--- src/rtl/vga_fb_arbiter.sv ---
// ---------------------------------------------------------------------------
// vga_fb_arbiter
// Shares one single-port framebuffer RAM between the display pixel fetch
// (highest priority) and NUM_WR round-robin drawing writers. A starvation
// counter forces a writer slot after MAX_WAIT denied cycles.
//
// Ports
//   clock, reset          system clock, asynchronous active-high reset
//   disp_req/disp_addr    display read request and word address
//   disp_gnt              display read accepted this cycle (combinational)
//   disp_rdata/rvalid     registered read return, 2+RD_LAT cycles after grant
//   wr_req/addr/data      per-writer request, packed address and data
//   wr_gnt                one-hot write accepted this cycle (combinational)
//   mem_en/we/addr/wdata  registered RAM drive
//   mem_rdata             RAM read data, RD_LAT cycles after mem_en
//   disp_miss             display request lost to a forced writer slot (comb.)
// ---------------------------------------------------------------------------
module vga_fb_arbiter #(
   parameter int unsigned ADDR_W   = 19,
   parameter int unsigned DATA_W   = 8,
   parameter int unsigned NUM_WR   = 2,
   parameter int unsigned RD_LAT   = 2,
   parameter int unsigned MAX_WAIT = 15
) (
   input  logic                     clock,
   input  logic                     reset,
   input  logic                     disp_req,
   input  logic [ADDR_W-1:0]        disp_addr,
   output logic                     disp_gnt,
   output logic [DATA_W-1:0]        disp_rdata,
   output logic                     disp_rvalid,
   input  logic [NUM_WR-1:0]        wr_req,
   input  logic [NUM_WR*ADDR_W-1:0] wr_addr,
   input  logic [NUM_WR*DATA_W-1:0] wr_data,
   output logic [NUM_WR-1:0]        wr_gnt,
   output logic                     mem_en,
   output logic                     mem_we,
   output logic [ADDR_W-1:0]        mem_addr,
   output logic [DATA_W-1:0]        mem_wdata,
   input  logic [DATA_W-1:0]        mem_rdata,
   output logic                     disp_miss
);

   localparam int unsigned PTR_W  = (NUM_WR > 1) ? $clog2(NUM_WR) : 1;
   localparam int unsigned WAIT_W = $clog2(MAX_WAIT + 1);

   logic [PTR_W-1:0]  rr_ptr_q, rr_ptr_d;
   logic [WAIT_W-1:0] wait_cnt_q, wait_cnt_d;
   logic              mem_en_q, mem_en_d;
   logic              mem_we_q, mem_we_d;
   logic [ADDR_W-1:0] mem_addr_q, mem_addr_d;
   logic [DATA_W-1:0] mem_wdata_q, mem_wdata_d;
   logic [RD_LAT-1:0] rd_pipe_q, rd_pipe_d;
   logic              disp_rvalid_q, disp_rvalid_d;
   logic [DATA_W-1:0] disp_rdata_q, disp_rdata_d;

   logic              force_slot;
   logic              wr_found;
   logic [PTR_W-1:0]  wr_sel;
   logic              grant_disp;
   logic              grant_wr;

   // Grant decision; grants are suppressed while reset is asserted so all
   // outputs read zero during reset.
   always_comb begin
      force_slot = (wait_cnt_q == WAIT_W'(MAX_WAIT)) && (|wr_req);
      wr_found   = 1'b0;
      wr_sel     = '0;
      for (int unsigned o = 0; o < NUM_WR; o++) begin
         if (!wr_found && wr_req[PTR_W'((32'(rr_ptr_q) + o) % NUM_WR)]) begin
            wr_found = 1'b1;
            wr_sel   = PTR_W'((32'(rr_ptr_q) + o) % NUM_WR);
         end
      end
      grant_disp = !reset && disp_req && !force_slot;
      grant_wr   = !reset && !grant_disp && wr_found;
   end

   assign disp_gnt  = grant_disp;
   assign wr_gnt    = grant_wr ? (NUM_WR'(1) << wr_sel) : '0;
   assign disp_miss = !reset && disp_req && force_slot;

   // Next-state for pointer, starvation counter, RAM drive and read return.
   always_comb begin
      rr_ptr_d      = rr_ptr_q;
      wait_cnt_d    = wait_cnt_q;
      mem_en_d      = grant_disp || grant_wr;
      mem_we_d      = grant_wr;
      mem_addr_d    = mem_addr_q;
      mem_wdata_d   = mem_wdata_q;
      rd_pipe_d     = rd_pipe_q << 1;
      disp_rvalid_d = rd_pipe_q[RD_LAT-1];
      disp_rdata_d  = disp_rdata_q;

      if (grant_wr) begin
         mem_addr_d  = wr_addr[32'(wr_sel)*ADDR_W +: ADDR_W];
         mem_wdata_d = wr_data[32'(wr_sel)*DATA_W +: DATA_W];
         rr_ptr_d    = (32'(wr_sel) == NUM_WR - 1) ? '0 : PTR_W'(32'(wr_sel) + 1);
      end else if (grant_disp) begin
         mem_addr_d = disp_addr;
      end

      if (grant_wr || (wr_req == '0)) begin
         wait_cnt_d = '0;
      end else if (wait_cnt_q != WAIT_W'(MAX_WAIT)) begin
         wait_cnt_d = wait_cnt_q + WAIT_W'(1);
      end

      // Tag enters the pipe when the read is on the RAM port; the last stage
      // lines up with mem_rdata becoming valid.
      rd_pipe_d[0] = mem_en_q && !mem_we_q;
      if (rd_pipe_q[RD_LAT-1]) begin
         disp_rdata_d = mem_rdata;
      end
   end

   // State registers
   always_ff @(posedge clock or posedge reset) begin
      if (reset) begin
         rr_ptr_q      <= '0;
         wait_cnt_q    <= '0;
         mem_en_q      <= 1'b0;
         mem_we_q      <= 1'b0;
         mem_addr_q    <= '0;
         mem_wdata_q   <= '0;
         rd_pipe_q     <= '0;
         disp_rvalid_q <= 1'b0;
         disp_rdata_q  <= '0;
      end else begin
         rr_ptr_q      <= rr_ptr_d;
         wait_cnt_q    <= wait_cnt_d;
         mem_en_q      <= mem_en_d;
         mem_we_q      <= mem_we_d;
         mem_addr_q    <= mem_addr_d;
         mem_wdata_q   <= mem_wdata_d;
         rd_pipe_q     <= rd_pipe_d;
         disp_rvalid_q <= disp_rvalid_d;
         disp_rdata_q  <= disp_rdata_d;
      end
   end

   assign mem_en      = mem_en_q;
   assign mem_we      = mem_we_q;
   assign mem_addr    = mem_addr_q;
   assign mem_wdata   = mem_wdata_q;
   assign disp_rvalid = disp_rvalid_q;
   assign disp_rdata  = disp_rdata_q;

endmodule
--- config.mk ---
export PLATFORM = sky130hd
export DESIGN_NAME = vga_fb_arbiter
export DESIGN_NICKNAME = d
export VERILOG_FILES = /design/src/rtl/vga_fb_arbiter.sv
export SDC_FILE = /design/constraint.sdc
export NUM_CORES = 1
export LEC_CHECK = 0
export BUFFER_PORTS_ARGS = -buffer_cell sky130_fd_sc_hd__buf_2
export CORE_MARGIN = 5
export CORE_UTILIZATION = 48
export CTS_CLUSTER_DIAMETER = 80
export DETAILED_ROUTE_END_ITERATION = 10
export PLACE_DENSITY = 0.94
export SYNTH_ARGS = -nofsm -noshare
export SYNTH_HDL_FRONTEND = slang
export SYNTH_SLANG_ARGS = --single-unit
export TNS_END_PERCENT = 30
--- constraint.sdc ---
create_clock -name clock -period 4.9 [get_ports clock]
set_input_delay 0.245 -clock clock [delete_from_list [all_inputs] [get_ports clock]]
set_output_delay 0.245 -clock clock [all_outputs]
set_load 0.005 [all_outputs]
After elaboration in Yosys (flattened, before gate mapping)
Cells that the tools add are included.
Word-level totals
  register bits after elaboration: 45
  bits of input ports: 86
  output and inout port bits: 42
  logic and storage cells: 53
Cells by class
  add/sub/neg operators: 3
  $mul: 1
  magnitude comparators: 2
  equal/unequal tests: 2
  shifts and indexed selects: 3
  muxes and demuxes: 14
  reduce and logical (&&, ||, !) cells: 19
Operator list (count)
  $mux W19: 2
  $shiftx A38 B7 Y19: 1
  $shiftx A16 B5 Y8: 1
  $mux W1: 9
  $logic_and A1 B1 Y1: 8
  $mux W4: 2
  $mul A1 B5 Y6 const B: 1
  $logic_not A1 Y1: 5
  $add A4 B1 Y4 const B: 1
  $eq A4 B4 Y1 const B: 1
  $lt A1 B2 Y1 const B: 2
  $ne A4 B4 Y1 const B: 1
  $reduce_bool A2 Y1: 2
  $add A1 B1 Y1 const B: 2
  $logic_not A2 Y1: 1
  $logic_or A1 B1 Y1: 2
  $mux W2: 1
  $reduce_or A2 Y1: 1
  $shl A1 B1 Y2 const A: 1

Logic depth before layout (Yosys ltp)
Gate-level depths: netlist of the first run.
  depth after elaboration: 9
  gate-level depth with buffers: 7
  mapped depth without buffers: 5

Worst setup path before layout of the first run
No wires, ideal clock.
  path kind: input port to output port
  start point: input reset
  end point: output disp_miss
  arrival time: 1.566 ns
  data required time: 4.655 ns
  setup slack: 3.089 ns
  cell stages on the path: 3
  path buffers: 0
  path through: inv_1 nand2_1 nor3_1
On the way
  word-level cells in the longest chain between the ends: 3
Ends and longest elaborated chain
  start, declared: line 26  | input logic reset,
  $logic_not A1 Y1 (no line)
  $logic_and A1 B1 Y1 (2 in series): line 81  | assign disp_miss = !reset && disp_req && force_slot;
  end, declared: line 41  | output logic disp_miss
No other way between the ends.

Worst setup path after layout of the first run
  start point: register wait_cnt_q[0]
  end point: output wr_gnt[1]
On the way
  word-level cells in the longest chain between the ends: 8
Ends and longest elaborated chain
  start, declared: line 48  | logic [WAIT_W-1:0] wait_cnt_q, wait_cnt_d;
  start signal, assigned: line 131  | wait_cnt_q <= wait_cnt_d;
  $eq A4 B4 Y1: line 66  | force_slot = (wait_cnt_q == WAIT_W'(MAX_WAIT)) && (|wr_req);
  $logic_and A1 B1 Y1: line 66
  $logic_not A1 Y1: line 75  | grant_disp = !reset && disp_req && !force_slot;
  $logic_and A1 B1 Y1: line 75
  $logic_not A1 Y1: line 76  | grant_wr = !reset && !grant_disp && wr_found;
  $logic_and A1 B1 Y1 (2 in series): line 76
  $mux W2: line 80  | assign wr_gnt = grant_wr ? (NUM_WR'(1) << wr_sel) : '0;
  end, declared: line 35  | output logic [NUM_WR-1:0] wr_gnt,
No other way between the ends.

==> results of run 1 <==
==> kinds of logic after synthesis <==
| logic type | synth area share [%] |
|---|---|
| compound gates | 14.1 |
| xor+xnor | 0.384 |
| fa+ha+maj | 0.549 |
| buf+inv | 4.50 |
| flops | 49.4 |
| mux | 16.7 |
| simple gates | 14.3 |
==> layer usage <==
metal	global-route usage (%)	routed length, um	part of all wire, %
met4	5.50	75	1.4
met5	0	0	0
met3	5.67	530	10
met2	29.9	2460	47
met1	20.8	2180	42
==> registers in the layout (all words and copies together) (netlist names) <==
name / count
mem_wdata: 8
wait_cnt_q: 4
mem_addr: 19
mem_we: 1
rd_pipe_q: 2
disp_rdata: 8
rr_ptr_q: 1
disp_rvalid: 1
mem_en: 1
==> power breakdown <==
| group | switching (uW) | internal [uW] |
|---|---|---|
| Clock | 131 | 103 |
| Sequential | 31.6 | 425 |
| Combinational | 114 | 120 |
==> stage by stage <==
step	area (um^2)	setup WS (ps)
global placement	2890	2720
global route	2990	2180
finish	2990	2360
CTS	2990	2320
floorplan	2280	3090
detailed placement	2890	2670
==> area by class of cell <==
| class | instances | area share (%) |
|---|---|---|
| timing repair buffer | 127 | 21.3 |
| clock inverter | 3 | 0.838 |
| inverter | 3 | 0.377 |
| multi-input combinational | 142 | 35.2 |
| clock buffer | 5 | 2.30 |
| sequential | 45 | 37.7 |
| tap | 54 | 2.26 |
==> path summary, 6_finish.rpt <==
check | end | slack, ps | cells past startpoint
worst max register to register | mem_addr[14] | 2700 | 5
worst min-delay path | disp_rdata[5] | 180 | 2
min in group asynchronous | wait_cnt_q[1] | 190 | 2
max in group asynchronous | mem_addr[11] | 4140 | 2
worst min register to register | rd_pipe_q[1] | 350 | 0
worst max-delay path | wr_gnt[1] | 2360 | 5
==> Yosys cell counts (4+ instances only) <==
master / n / share of area [%]
a21oi_1: 5 / 1.1
buf_2: 6 / 1.3
buf_6: 4 / 2.0
dfrtp_1: 45 / 49
mux2_2: 9 / 4.4
mux2i_1: 28 / 12
nand2_1: 30 / 4.9
nand3_1: 18 / 4.0
nor2_1: 6 / 0.99
o211ai_2: 18 / 9.9
o21ai_1: 7 / 1.5
==> cells in the final DEF, fill, tap and decap left out, types with 2 or more instances in the layout <==
cell type / instances
buf_2: 127
inv_1: 2
nand2_1: 30
mux2i_1: 28
mux2_2: 9
o21ai_1: 7
nand3_1: 18
nor3_1: 3
clkbuf_8: 5
dfrtp_1: 45
nand2b_1: 2
nand3_2: 3
nor2_1: 6
o211ai_2: 18
a21oi_1: 5
==> worst max-delay path, delay by kind of cell, from the launching register on <==
kind                     cells  cell delay [ps]
AO/OA/AOI/OAI                1              880
adder cells (fa/ha/maj)      1              250
buffers and inverters        1              170
flip-flops                   1              420
AND/OR/NAND/NOR              2              260
==> flow_metrics.env, run 1 <==
export IMPL_status="finished, final reports clean"
export IMPL_wl_per_cell_um=13.8
export IMPL_coreArea_um2=4660
export IMPL_cts_buffers=5
export IMPL_min_path_type="primary input to flop"
export IMPL_async_flop_share_pct=100
export IMPL_cp_startpoint="wait_cnt_q[0]"
export IMPL_io_pins=128
export IMPL_ys_seq_area_share_pct=49.4
export IMPL_synth_edff_count=0
export IMPL_gp_congestion=0.719
export IMPL_fillers=364
export IMPL_vias=1935
export IMPL_rows=25
export IMPL_start_util_pct=48.9
export IMPL_hold_violations=0
export IMPL_syn_inst=204
export IMPL_cts_hold_buffers=0
export IMPL_die_area_um2=6230
export IMPL_r2r_start="wait_cnt_q[0]"
export IMPL_syn2layout_area_growth_pct=31.0
export IMPL_grt_first_pass_wirelength_mm=8.69
export IMPL_critPathCaptureType="primary output"
export IMPL_drv_slew=0
export IMPL_grt_overflow_total=0
export IMPL_final_nets=411
export IMPL_antenna_found_initial=0
export IMPL_cp_max_fo=57
export IMPL_finClkSkew_ps=8.17
export IMPL_setup_tns_ps=0
export IMPL_grt_max_degree=58
export IMPL_drc=0
export IMPL_grt_total_usage_pct=17.4
export IMPL_clk_pin_slew_ps=90
export IMPL_detail_route_vias_per_cell=5.11
export IMPL_wirelength_mm=5.25
export IMPL_post_cts_buffers=0
export IMPL_syn_avg_cell_area_um2=11.2
export IMPL_total_power_uw=924
export IMPL_drtPass1Iterations=4
export IMPL_dpl_cell_count=371
export IMPL_synth_warnings=0
export IMPL_cpPeakStageDelay_ps=880
export IMPL_synth_cell_types=30
export IMPL_grt_pass1_vias=1964
export IMPL_numPortBuffers=127
export IMPL_cts_max_path_buffers=2
export IMPL_crit_chain="ha_1 -> nand3_2 -> a211o_2 -> nor2_1 -> buf_2"
export IMPL_peakVddDrop_uv=139
export IMPL_relSlewSlack_pct=27.0
export IMPL_required_ps=4660
export IMPL_worst_path_max_delay_cell="a211o_2"
export IMPL_finalSetupViolations=0
export IMPL_fin_cells=379
export IMPL_cap_viol_max_count=0
export IMPL_die_h_um=78.9
export IMPL_timing_final_crit_share_pct=51.8
export IMPL_multi_input_area_um2=1050
export IMPL_utilization_pct=64.1
export IMPL_fmax_mhz=394
export IMPL_startpoint_type="flop"
export IMPL_worst_slew_pin_slew_ps=1090
export IMPL_antennaDiodeCount=0
export IMPL_hold_slack_ps=176
export IMPL_critPathArrivalTime_ps=2290
export IMPL_clock_sink_count=45
export IMPL_syn_nets=291
export IMPL_drive_above_1_share_pct=52.3
export IMPL_min_delay_start="mem_rdata[5]"
export IMPL_synth_ff_type="dfrtp_1"
export IMPL_p_leak_uw=0.00162
export IMPL_die_x_um=78.9
export IMPL_htreeDepth=2
export IMPL_synth_seq_cells=45
export IMPL_cts_tree="yes"
export IMPL_cellPowerDensity_nw_per_um2=309
export IMPL_min_period_ps=2540
export IMPL_path_class="flop to primary output"
export IMPL_rsz0062_at_grt="false"
export IMPL_ff_latch_area_um2=1130
export IMPL_final_antenna_net_count=0
export IMPL_cts_resized=0
export IMPL_clockRootBuffer="clkbuf_8"
export IMPL_syn_area_um2=2280
export IMPL_drtIter0Drc=50
export IMPL_dp_hpwl_mm=3.95
export IMPL_insertion_delay_ps=300
(Power assumes the default switching activity.)
==> run 2, diff against run 1 <==
--- a/config.mk
+++ b/config.mk
@@ -7,10 +7,10 @@
 export LEC_CHECK = 0
 export BUFFER_PORTS_ARGS = -buffer_cell sky130_fd_sc_hd__buf_2
 export CORE_MARGIN = 5
-export CORE_UTILIZATION = 48
+export CORE_UTILIZATION = 40
 export CTS_CLUSTER_DIAMETER = 80
 export DETAILED_ROUTE_END_ITERATION = 10
-export PLACE_DENSITY = 0.94
+export PLACE_DENSITY = 0.84
 export SYNTH_ARGS = -nofsm -noshare
 export SYNTH_HDL_FRONTEND = slang
 export SYNTH_SLANG_ARGS = --single-unit
==> constraint.sdc (replaced) <==
create_clock -name clock -period 2.2 [get_ports clock]
set_input_delay 0.11 -clock clock [delete_from_list [all_inputs] [get_ports clock]]
set_output_delay 0.11 -clock clock [all_outputs]
set_load 0.005 [all_outputs]
==> run 2 against run 1 <==
  * Die area rose by 17%
  * Via count increased by 1.9%
  * Cell count grew 6.1%
  * Clock power is 120% higher
  * Critical path type unchanged
  * Largest power group unchanged
  * Highest routed layer unchanged
==> flow_metrics.env, run 2 (synthesized netlist as in run 1, its figures left out) <==
export IMPL_place_ws_ps=395
export IMPL_dpl_cell_count=393
export IMPL_final_antenna_net_count=0
export IMPL_fmax_mhz=481
export IMPL_clk_pin_slew_ps=90
export IMPL_final_common_cell="buf_2"
export IMPL_cap_viol_max_count=0
export IMPL_detail_route_vias_per_cell=4.91
export IMPL_p_leak_uw=0.00164
export IMPL_post_cts_buffers=0
export IMPL_drv_slew=0
export IMPL_io_pins=128
export IMPL_grt_first_pass_wirelength_mm=9.41
export IMPL_cellPowerDensity_nw_per_um2=672
export IMPL_cts_max_path_buffers=2
export IMPL_endpoint="wr_gnt[0]"
export IMPL_r2r_start="wait_cnt_q[0]"
export IMPL_clock_sink_count=45
export IMPL_worst_slew_pin_slew_ps=497
export IMPL_die_x_um=85.5
export IMPL_dp_hpwl_mm=4.26
export IMPL_min_path_type="primary input to flop"
export IMPL_drc=0
export IMPL_syn2layout_area_growth_pct=34.1
export IMPL_clock_power_share_pct=24.6
export IMPL_largest_reg_flops=19
export IMPL_grt_max_degree=36
export IMPL_gp_congestion=0.733
export IMPL_die_area_um2=7310
export IMPL_finClkSkew_ps=3.60
export IMPL_grt_pass1_vias=2057
export IMPL_die_h_um=85.5
export IMPL_grt_overflow_total=0
export IMPL_r2r_cells=6
export IMPL_drive_above_1_share_pct=52.7
export IMPL_cp_max_fo=22
export IMPL_antenna_found_initial=0
export IMPL_final_nets=416
export IMPL_required_ps=2090
export IMPL_rows=27
export IMPL_clockRootBuffer="clkbuf_8"
export IMPL_setup_ws_ps=123
export IMPL_fin_cells=402
export IMPL_path_class="flop to primary output"
export IMPL_r2r_end="mem_addr[8]"
export IMPL_status="finished, final reports clean"
export IMPL_regToRegSetupSlack_ps=420
export IMPL_wl_per_cell_um=14.0
export IMPL_p_sw_uw=610
export IMPL_insertion_delay_ps=290
export IMPL_cp_startpoint="wait_cnt_q[0]"
export IMPL_peakVddDrop_uv=331
export IMPL_combPwrFrac_pct=25.9
export IMPL_coreArea_um2=5510
export IMPL_seqPwrFrac_pct=49.6
export IMPL_timing_final_crit_share_pct=94.4
export IMPL_relSlewSlack_pct=66.8
export IMPL_cts_tree="yes"
export IMPL_wirelength_mm=5.62
export IMPL_drtIter0Drc=59
export IMPL_grt_total_usage_pct=15.8
export IMPL_hold_violations=0
export IMPL_start_util_pct=41.4
export IMPL_htreeDepth=2
export IMPL_cell_internal_pwr_uw=1450
export IMPL_cts_buffers=5
export IMPL_min_period_ps=2080
export IMPL_final_cell_mix="buf_2, dfrtp_1, nand2_1, mux2i_1"
export IMPL_numPortBuffers=127
export IMPL_startpoint_type="flop"
export IMPL_vias=1972
export IMPL_antennaDiodeCount=0
export IMPL_critPathCaptureType="primary output"
export IMPL_switching_share_pct=29.7
export IMPL_finalSetupViolations=0
export IMPL_min_delay_start="mem_rdata[4]"
export IMPL_critPathArrivalTime_ps=1970
export IMPL_drtPass1Iterations=4
run 2: changes by cell type in the layout (fill, tap and decap cells not counted):
cell	change
buf_4	+3
buf_6	+1
clkinv_2	+1
clkinv_4	-1
dlygate4sd3_1	+1
nand3_2	-1
nand3_4	+1
run 2: worst min-delay path by stage:
stage          cells after the start            end
3_5_place_dp                       2  wait_cnt_q[2]
6_report                           2  disp_rdata[4]
4_1_cts                            2  disp_rdata[4]
3_3_place_gp                       2  wait_cnt_q[0]
2_1_floorplan                      2  wait_cnt_q[0]
5_1_grt                            2  disp_rdata[4]
run 2: critical path, cell delays in order (launching register included):
cell and delay [ps]:
dfrtp_1 400, ha_1 270, nand3_4 140, a211o_2 370
buf_4 230, a21oi_1 140, buf_2 130
run 2: what timing repair did:
item	CTS	global route
hold buffers	1	0
resized for setup	0	2
endpoints found under the setup margin	0	2
hold endpoints to repair	22	0
run 2: layout make-up:
class,count,area [um^2]
tap,72,90.1
clock inverter,3,21.3
timing repair buffer,132,679
inverter,3,11.3
fill,478,2450
clock buffer,5,68.8
sequential,45,1130
multi-input combinational,142,1060
run 2: through the flow:
stage	hold WS, ps	total power [uW]	cell area [um^2]	utilization, %	setup TNS [ps]
final	48.7	2060	3060	55.5	0
after global routing	27.2	2200	3060	55.5	-1.40
after CTS	38.2	2090	3050	55.3	0
after detailed placement	237	1570	2950	53.5	0
after global placement	209	1550	2950	53.5	0
after floorplan	245	1330	2280	-	0
run 2: routing by layer:
layer | share of wire [%] | GRT usage (%)
met1 | 41 | 19.0
met2 | 48 | 26.7
met3 | 11 | 5.57
met4 | 0.41 | 4.17
met5 | 0 | 0
run 2: power by group through the flow:
| stage | clock network [uW] | registers, uW | logic [uW] |
|---|---|---|---|
| floorplan | 0 | 1030 | 300 |
| global placement | 0 | 1030 | 520 |
| detailed placement | 0 | 1030 | 541 |
| CTS | 527 | 1020 | 541 |
| global route | 562 | 1040 | 598 |
| finish | 505 | 1020 | 532 |
